`config.mk`:
```
export PLATFORM = sky130hd
export DESIGN_NAME = toll_booth_controller
export DESIGN_NICKNAME = d
export VERILOG_FILES = /design/src/rtl/toll_booth_controller.sv
export SDC_FILE = /design/constraint.sdc
export NUM_CORES = 1
export LEC_CHECK = 0
export CORE_MARGIN = 5
export CORE_UTILIZATION = 50
export DETAILED_ROUTE_END_ITERATION = 8
export PLACE_DENSITY = 0.87
export SETUP_SLACK_MARGIN = 0.4
export SKIP_CTS_REPAIR_TIMING = 1
export SLEW_MARGIN = 5
export SYNTH_ARGS = -nofsm -noshare
export SYNTH_HDL_FRONTEND = slang
export SYNTH_SLANG_ARGS = --single-unit
```
`constraint.sdc`:
```
create_clock -name CLK -period 5.2 [get_ports CLK]
set_clock_uncertainty 0.2 [all_clocks]
set_input_delay 1.56 -clock CLK [delete_from_list [all_inputs] [get_ports CLK]]
set_output_delay 1.56 -clock CLK [all_outputs]
set_load 0.01 [all_outputs]
```
`src/rtl/toll_booth_controller.sv`:
```
`default_nettype none
// ============================================================================
// Module   : toll_booth_controller
// Brief    : Per-lane toll sequencer wrapped around the rate classifier:
//            latches vehicle attributes, classifies, collects coins, returns
//            change, pulses the barrier gate and counts paid vehicles.
// Revision : 1.0 - initial release
// ============================================================================
module toll_booth_controller #(
    parameter int FEE_HIGH    = 200,
    parameter int FEE_MED     = 100,
    parameter int FEE_LOW     = 50,
    parameter int SETTLE      = 2,
    parameter int GATE_CYCLES = 8,
    parameter int TIMEOUT     = 64,
    parameter int CNT_W       = 16
) (
    input  logic             CLK,
    input  logic             RST,
    input  logic             CarIn,
    input  logic             WD,
    input  logic             RH,
    input  logic             LN,
    input  logic             HT,
    input  logic             Coin,
    input  logic [7:0]       CoinVal,
    input  logic             Clear,
    input  logic             High,
    input  logic             Med,
    input  logic             Low,
    input  logic             Err,
    output logic             AWD,
    output logic             ARH,
    output logic             ALN,
    output logic             AHT,
    output logic [9:0]       Fee,
    output logic [9:0]       Change,
    output logic             GateOpen,
    output logic             Busy,
    output logic             Alarm,
    output logic [CNT_W-1:0] CarCount
);

    // One shared timer serves SETTLE, GATE and PAY; it only ever needs to hold
    // the largest terminal count minus one.
    localparam int c_TMR_MAX = (TIMEOUT > GATE_CYCLES)
                             ? ((TIMEOUT > SETTLE) ? TIMEOUT : SETTLE)
                             : ((GATE_CYCLES > SETTLE) ? GATE_CYCLES : SETTLE);
    localparam int c_TMR_W   = (c_TMR_MAX > 1) ? $clog2(c_TMR_MAX) : 1;

    localparam logic [c_TMR_W-1:0] c_TMR_ONE     = c_TMR_W'(1);
    localparam logic [c_TMR_W-1:0] c_SETTLE_LAST = c_TMR_W'(SETTLE - 1);
    localparam logic [c_TMR_W-1:0] c_GATE_LAST   = c_TMR_W'(GATE_CYCLES - 1);
    localparam logic [c_TMR_W-1:0] c_TOUT_LAST   = c_TMR_W'(TIMEOUT - 1);
    localparam logic [CNT_W-1:0]   c_CNT_ONE     = CNT_W'(1);

    localparam logic [9:0] c_FEE_HIGH = 10'(FEE_HIGH);
    localparam logic [9:0] c_FEE_MED  = 10'(FEE_MED);
    localparam logic [9:0] c_FEE_LOW  = 10'(FEE_LOW);

    localparam logic [2:0] c_ST_IDLE     = 3'd0;
    localparam logic [2:0] c_ST_SETTLE   = 3'd1;
    localparam logic [2:0] c_ST_CLASSIFY = 3'd2;
    localparam logic [2:0] c_ST_PAY      = 3'd3;
    localparam logic [2:0] c_ST_GATE     = 3'd4;
    localparam logic [2:0] c_ST_ALARM    = 3'd5;

    logic [2:0]         r_state,  w_state_nxt;
    logic [c_TMR_W-1:0] r_tmr,    w_tmr_nxt;
    logic [3:0]         r_attr,   w_attr_nxt;
    logic [9:0]         r_fee,    w_fee_nxt;
    logic [9:0]         r_credit, w_credit_nxt;
    logic [9:0]         r_change, w_change_nxt;
    logic [CNT_W-1:0]   r_count,  w_count_nxt;

    logic [10:0] w_credit_sum;
    logic [9:0]  w_credit_sat;

    assign w_credit_sum = {1'b0, r_credit} + {3'b000, CoinVal};
    assign w_credit_sat = w_credit_sum[10] ? 10'h3FF : w_credit_sum[9:0];

    always_comb begin
        w_state_nxt  = r_state;
        w_tmr_nxt    = r_tmr;
        w_attr_nxt   = r_attr;
        w_fee_nxt    = r_fee;
        w_credit_nxt = r_credit;
        w_change_nxt = r_change;
        w_count_nxt  = r_count;

        case (r_state)
            c_ST_IDLE: begin
                if (CarIn) begin
                    w_attr_nxt   = {WD, RH, LN, HT};
                    w_credit_nxt = '0;
                    w_tmr_nxt    = '0;
                    w_state_nxt  = c_ST_SETTLE;
                end
            end
            c_ST_SETTLE: begin
                if (r_tmr == c_SETTLE_LAST) begin
                    w_tmr_nxt   = '0;
                    w_state_nxt = c_ST_CLASSIFY;
                end else begin
                    w_tmr_nxt = r_tmr + c_TMR_ONE;
                end
            end
            c_ST_CLASSIFY: begin
                w_tmr_nxt = '0;
                if (Err || !(High || Med || Low)) begin
                    w_state_nxt = c_ST_ALARM;
                end else begin
                    w_fee_nxt   = High ? c_FEE_HIGH : (Med ? c_FEE_MED : c_FEE_LOW);
                    w_state_nxt = c_ST_PAY;
                end
            end
            c_ST_PAY: begin
                // A coin always wins over a timeout landing in the same cycle.
                if (Coin) begin
                    w_credit_nxt = w_credit_sat;
                    w_tmr_nxt    = '0;
                    if (w_credit_sat >= r_fee) begin
                        w_change_nxt = w_credit_sat - r_fee;
                        w_state_nxt  = c_ST_GATE;
                    end
                end else if (r_tmr == c_TOUT_LAST) begin
                    w_tmr_nxt   = '0;
                    w_fee_nxt   = '0;
                    w_state_nxt = c_ST_ALARM;
                end else begin
                    w_tmr_nxt = r_tmr + c_TMR_ONE;
                end
            end
            c_ST_GATE: begin
                if (r_tmr == c_GATE_LAST) begin
                    w_tmr_nxt    = '0;
                    w_count_nxt  = r_count + c_CNT_ONE;
                    w_change_nxt = '0;
                    w_fee_nxt    = '0;
                    w_credit_nxt = '0;
                    w_state_nxt  = c_ST_IDLE;
                end else begin
                    w_tmr_nxt = r_tmr + c_TMR_ONE;
                end
            end
            c_ST_ALARM: begin
                w_fee_nxt = '0;
                if (Clear) begin
                    w_credit_nxt = '0;
                    w_state_nxt  = c_ST_IDLE;
                end
            end
            default: begin
                w_state_nxt = c_ST_IDLE;
            end
        endcase
    end

    always_ff @(posedge CLK or posedge RST) begin
        if (RST) begin
            r_state  <= c_ST_IDLE;
            r_tmr    <= '0;
            r_attr   <= '0;
            r_fee    <= '0;
            r_credit <= '0;
            r_change <= '0;
            r_count  <= '0;
        end else begin
            r_state  <= w_state_nxt;
            r_tmr    <= w_tmr_nxt;
            r_attr   <= w_attr_nxt;
            r_fee    <= w_fee_nxt;
            r_credit <= w_credit_nxt;
            r_change <= w_change_nxt;
            r_count  <= w_count_nxt;
        end
    end

    assign {AWD, ARH, ALN, AHT} = r_attr;
    assign Fee      = r_fee;
    assign Change   = r_change;
    assign GateOpen = (r_state == c_ST_GATE);
    assign Busy     = (r_state != c_ST_IDLE);
    assign Alarm    = (r_state == c_ST_ALARM);
    assign CarCount = r_count;

endmodule
`default_nettype wire

```
==> results.json, run 1 <==
{
  "status": "finished, final reports clean",
  "initial_util_pct": 50.9,
  "initial_drt_markers": 192,
  "globalplace.congestion": 0.913,
  "route.detailed.wl_per_inst_um": 16.7,
  "vias_per_cell": 5.75,
  "synth-main-ff-cell": "dfrtp_1",
  "synthMostInstantiatedCell": "dfrtp_1",
  "fmax_mhz": 209,
  "dieArea_mm2": 0.00859,
  "path_clk_slew_ps": 110,
  "tritoncts": "yes",
  "holdCritPathClass": "flip-flop to flip-flop",
  "cell_type_with_the_highest_aggregate_area_in_the_netlist": "dfrtp_1",
  "bufs_on_longest_clock_path": 2,
  "floorplan_die_height_um": 92.7,
  "grtUsageTotal_pct": 19.5,
  "synth-edff-count": 0,
  "finalNonFillerCells": 526,
  "yosysWarningCount": 0,
  "nFillCells": 475,
  "grt_first_pass_wirelength_mm": 13.6,
  "placement.io_buffers": 60,
  "timing.setup.critical_path_class": "primary input to flip-flop",
  "design.final.nets": 489,
  "remaining_drc_errors": 0,
  "drtPass1Iterations": 5,
  "worst_slew_margin_rel_pct": 26.7,
  "synthCells": 362,
  "finalSetupViolations": 0,
  "seq_area_frac_synth_pct": 39.5,
  "synth-seq-cells": 54,
  "worst_setup_path_start_kind": "primary input",
  "global_route.overflow_total": 0,
  "antenna_found_initial": 0,
  "pin_count_of_the_biggest_net_entering_global_routing": 55,
  "postRouteWirelength_mm": 8.77,
  "yosysTopAreaCellShare_pct": 39.5,
  "ctsHtreeMaxLevel": 2,
  "via_count": 3027,
  "total_leakage_power_nw": 2.05,
  "cts_made_buffers": 5,
  "place.detailed.hpwl_mm": 6.16,
  "peakVddDrop_mv": 0.239,
  "cp.required_ps": 5250,
  "avgSynthCellArea_um2": 9.44,
  "power_mw": 2.11,
  "tightestPinTransition_ps": 1100,
  "post_route_clock_period_utilization_pct": 92.0,
  "cts.sinks": 54,
  "power.density_mw_per_mm2": 459,
  "root_buffer": "clkbuf_8",
  "synthesized_cell_area_mm2": 0.00342,
  "final_layout_size_suffix_gt1_share_pct": 17.5,
  "coreArea_mm2": 0.00672,
  "die_w_um": 92.7,
  "timing_max_transition_violations_final": 0,
  "grt_setup_unrepaired": "false",
  "crit_arrival_ps": 4830,
  "io_pins": 64,
  "worst-path-max-fanout": 4,
  "synth_commonest_cells": "dfrtp_1 (54), nand2_1 (39), ha_1 (21), nor2_1 (21), inv_1 (20)",
  "synth-async-reset-ratio_pct": 100,
  "insertedDiodeCount": 0,
  "critical_path.endpoint_type": "flip-flop",
  "cap_viol_max_count": 0,
  "detail-route-antenna-nets": 0,
  "total_placed_cells_including_tap_cells": 513,
  "setup_total_negative_slack_ps": 0,
  "count_of_unique_library_cells_instantiated_by_yosys": 58,
  "number_of_global_route_vias_before_repair": 2939,
  "final_hold_viol_count": 0,
  "netlist_top_cells_area": "dfrtp_1 (40%), ha_1 (7.7%), nand2_1 (4.3%)",
  "core.rowCount": 30,
  "area_growth_syn_to_layout_pct": 34.6,
  "fin_crit_ps": 4780,
  "worst_skew_pair.late_latency_ps": 320
}
per-stage QoR:
| stage | utilization, % | instance area (um2) | setup slack [ps] | hold slack (ps) |
|---|---|---|---|---|
| floorplan | - | 3510 | 406 | 277 |
| global placement | 63.9 | 4300 | 19.5 | 258 |
| detailed placement | 63.9 | 4300 | -77.2 | 261 |
| CTS | 65.4 | 4390 | 254 | 281 |
| global route | 68.4 | 4600 | 282 | 303 |
| finish | 68.4 | 4600 | 415 | 276 |
final timing paths:
check	to	start	cells after the start	slack, ps
worst max register to register	Change[4]$_DFFE_PP0P_	r_credit[0]$_DFFE_PP0P_	14	1380
worst min-delay path	CarCount[15]$_DFFE_PP0P_	CarCount[15]$_DFFE_PP0P_	1	280
worst max-delay path	Change[4]$_DFFE_PP0P_	CoinVal[3]	14	420
max in group asynchronous	Change[5]$_DFFE_PP0P_	RST	2	2510
worst min register to register	CarCount[15]$_DFFE_PP0P_	CarCount[15]$_DFFE_PP0P_	1	280
min in group asynchronous	CarCount[11]$_DFFE_PP0P_	RST	2	1620
state kept, by name, indices dropped and copies added, names as in the netlist:
name      flops
r_tmr         6
CarCount     16
r_state       3
Change       10
r_attr        4
r_credit     10
Fee           5
critical path: stages:
cell,delay [ps]
clkdlybuf4s50_1,510
ha_4,230
and3_1,210
a221oi_4,380
buf_6,160
xor2_1,160
nand2b_1,150
ha_4,320
nand4_1,140
a31oi_2,210
a211oi_2,70
a31oi_2,340
buf_6,180
mux2i_1,200
area by class of cell:
| class | instances | area [um2] | share of cell area (%) |
|---|---|---|---|
| tap | 80 | 100 | 2.18 |
| multi-input combinational | 274 | 2140 | 46.5 |
| clock inverter | 3 | 28.8 | 0.626 |
| timing repair buffer | 87 | 825 | 17.9 |
| clock buffer | 5 | 68.8 | 1.50 |
| inverter | 23 | 86.3 | 1.88 |
| sequential | 54 | 1350 | 29.4 |
logic make-up after synthesis:
group / share of synthesized area, %
buffers and inverters: 4.91
DFF: 39.5
muxes: 5.02
adders and majority gates: 8.86
and+or+nand+nor: 17.7
xor gates and xnor gates: 6.66
other: 0.110
AOI/OAI and AO/OA: 17.2
per-layer routing:
layer  vias to the layer above  share of wire [%]  GRT usage, %  wire length [um]
met4                         0                2.4          7.33               208
met5                         -                  0             0                 0
li1                       1452                  -             -                 -
met3                        24                6.4          3.33               560
met1                      1429                 42          25.2              3720
met2                       122                 49          32.9              4280
cell usage in the layout (no fill, tap or decap), drive strengths merged, types with 3 or more instances in the layout:
cell and count:
clkdlybuf4s50 56, dfrtp 54, nand2 39, buf 27
inv 24, nor2 21, ha 21, a21oi 18
xnor2 16, o21ai 15, xor2 10, mux2i 10
nand4 9, nand2b 8, nand3 8, and3 7
a211oi 7, a21o 6, a22o 6, nor3 6
mux2 6, nor2b 5, or3 5, clkbuf 5
o22ai 4, o211ai 4, dlymetal6s2s 4, and2 4
or2 4, a31oi 4, o2bb2ai 3, conb 3
o31ai 3
where the power goes:
part	total, mW	switching [mW]	internal [mW]
sequential	0.593	0.0879	0.505
combinational	1.26	0.622	0.642
clock	0.254	0.153	0.101
total	2.11	0.863	1.25
(Power assumes the default switching activity.)
==> inputs of run 2 (changes only) <==
--- a/config.mk
+++ b/config.mk
@@ -11,6 +11,7 @@
 export PLACE_DENSITY = 0.87
 export SETUP_SLACK_MARGIN = 0.4
 export SKIP_CTS_REPAIR_TIMING = 1
+export SKIP_LAST_GASP = 1
 export SLEW_MARGIN = 5
 export SYNTH_ARGS = -nofsm -noshare
 export SYNTH_HDL_FRONTEND = slang
==> results of run 2 <==
No change in the layout: final DEF, timing and power equal those of run 1.
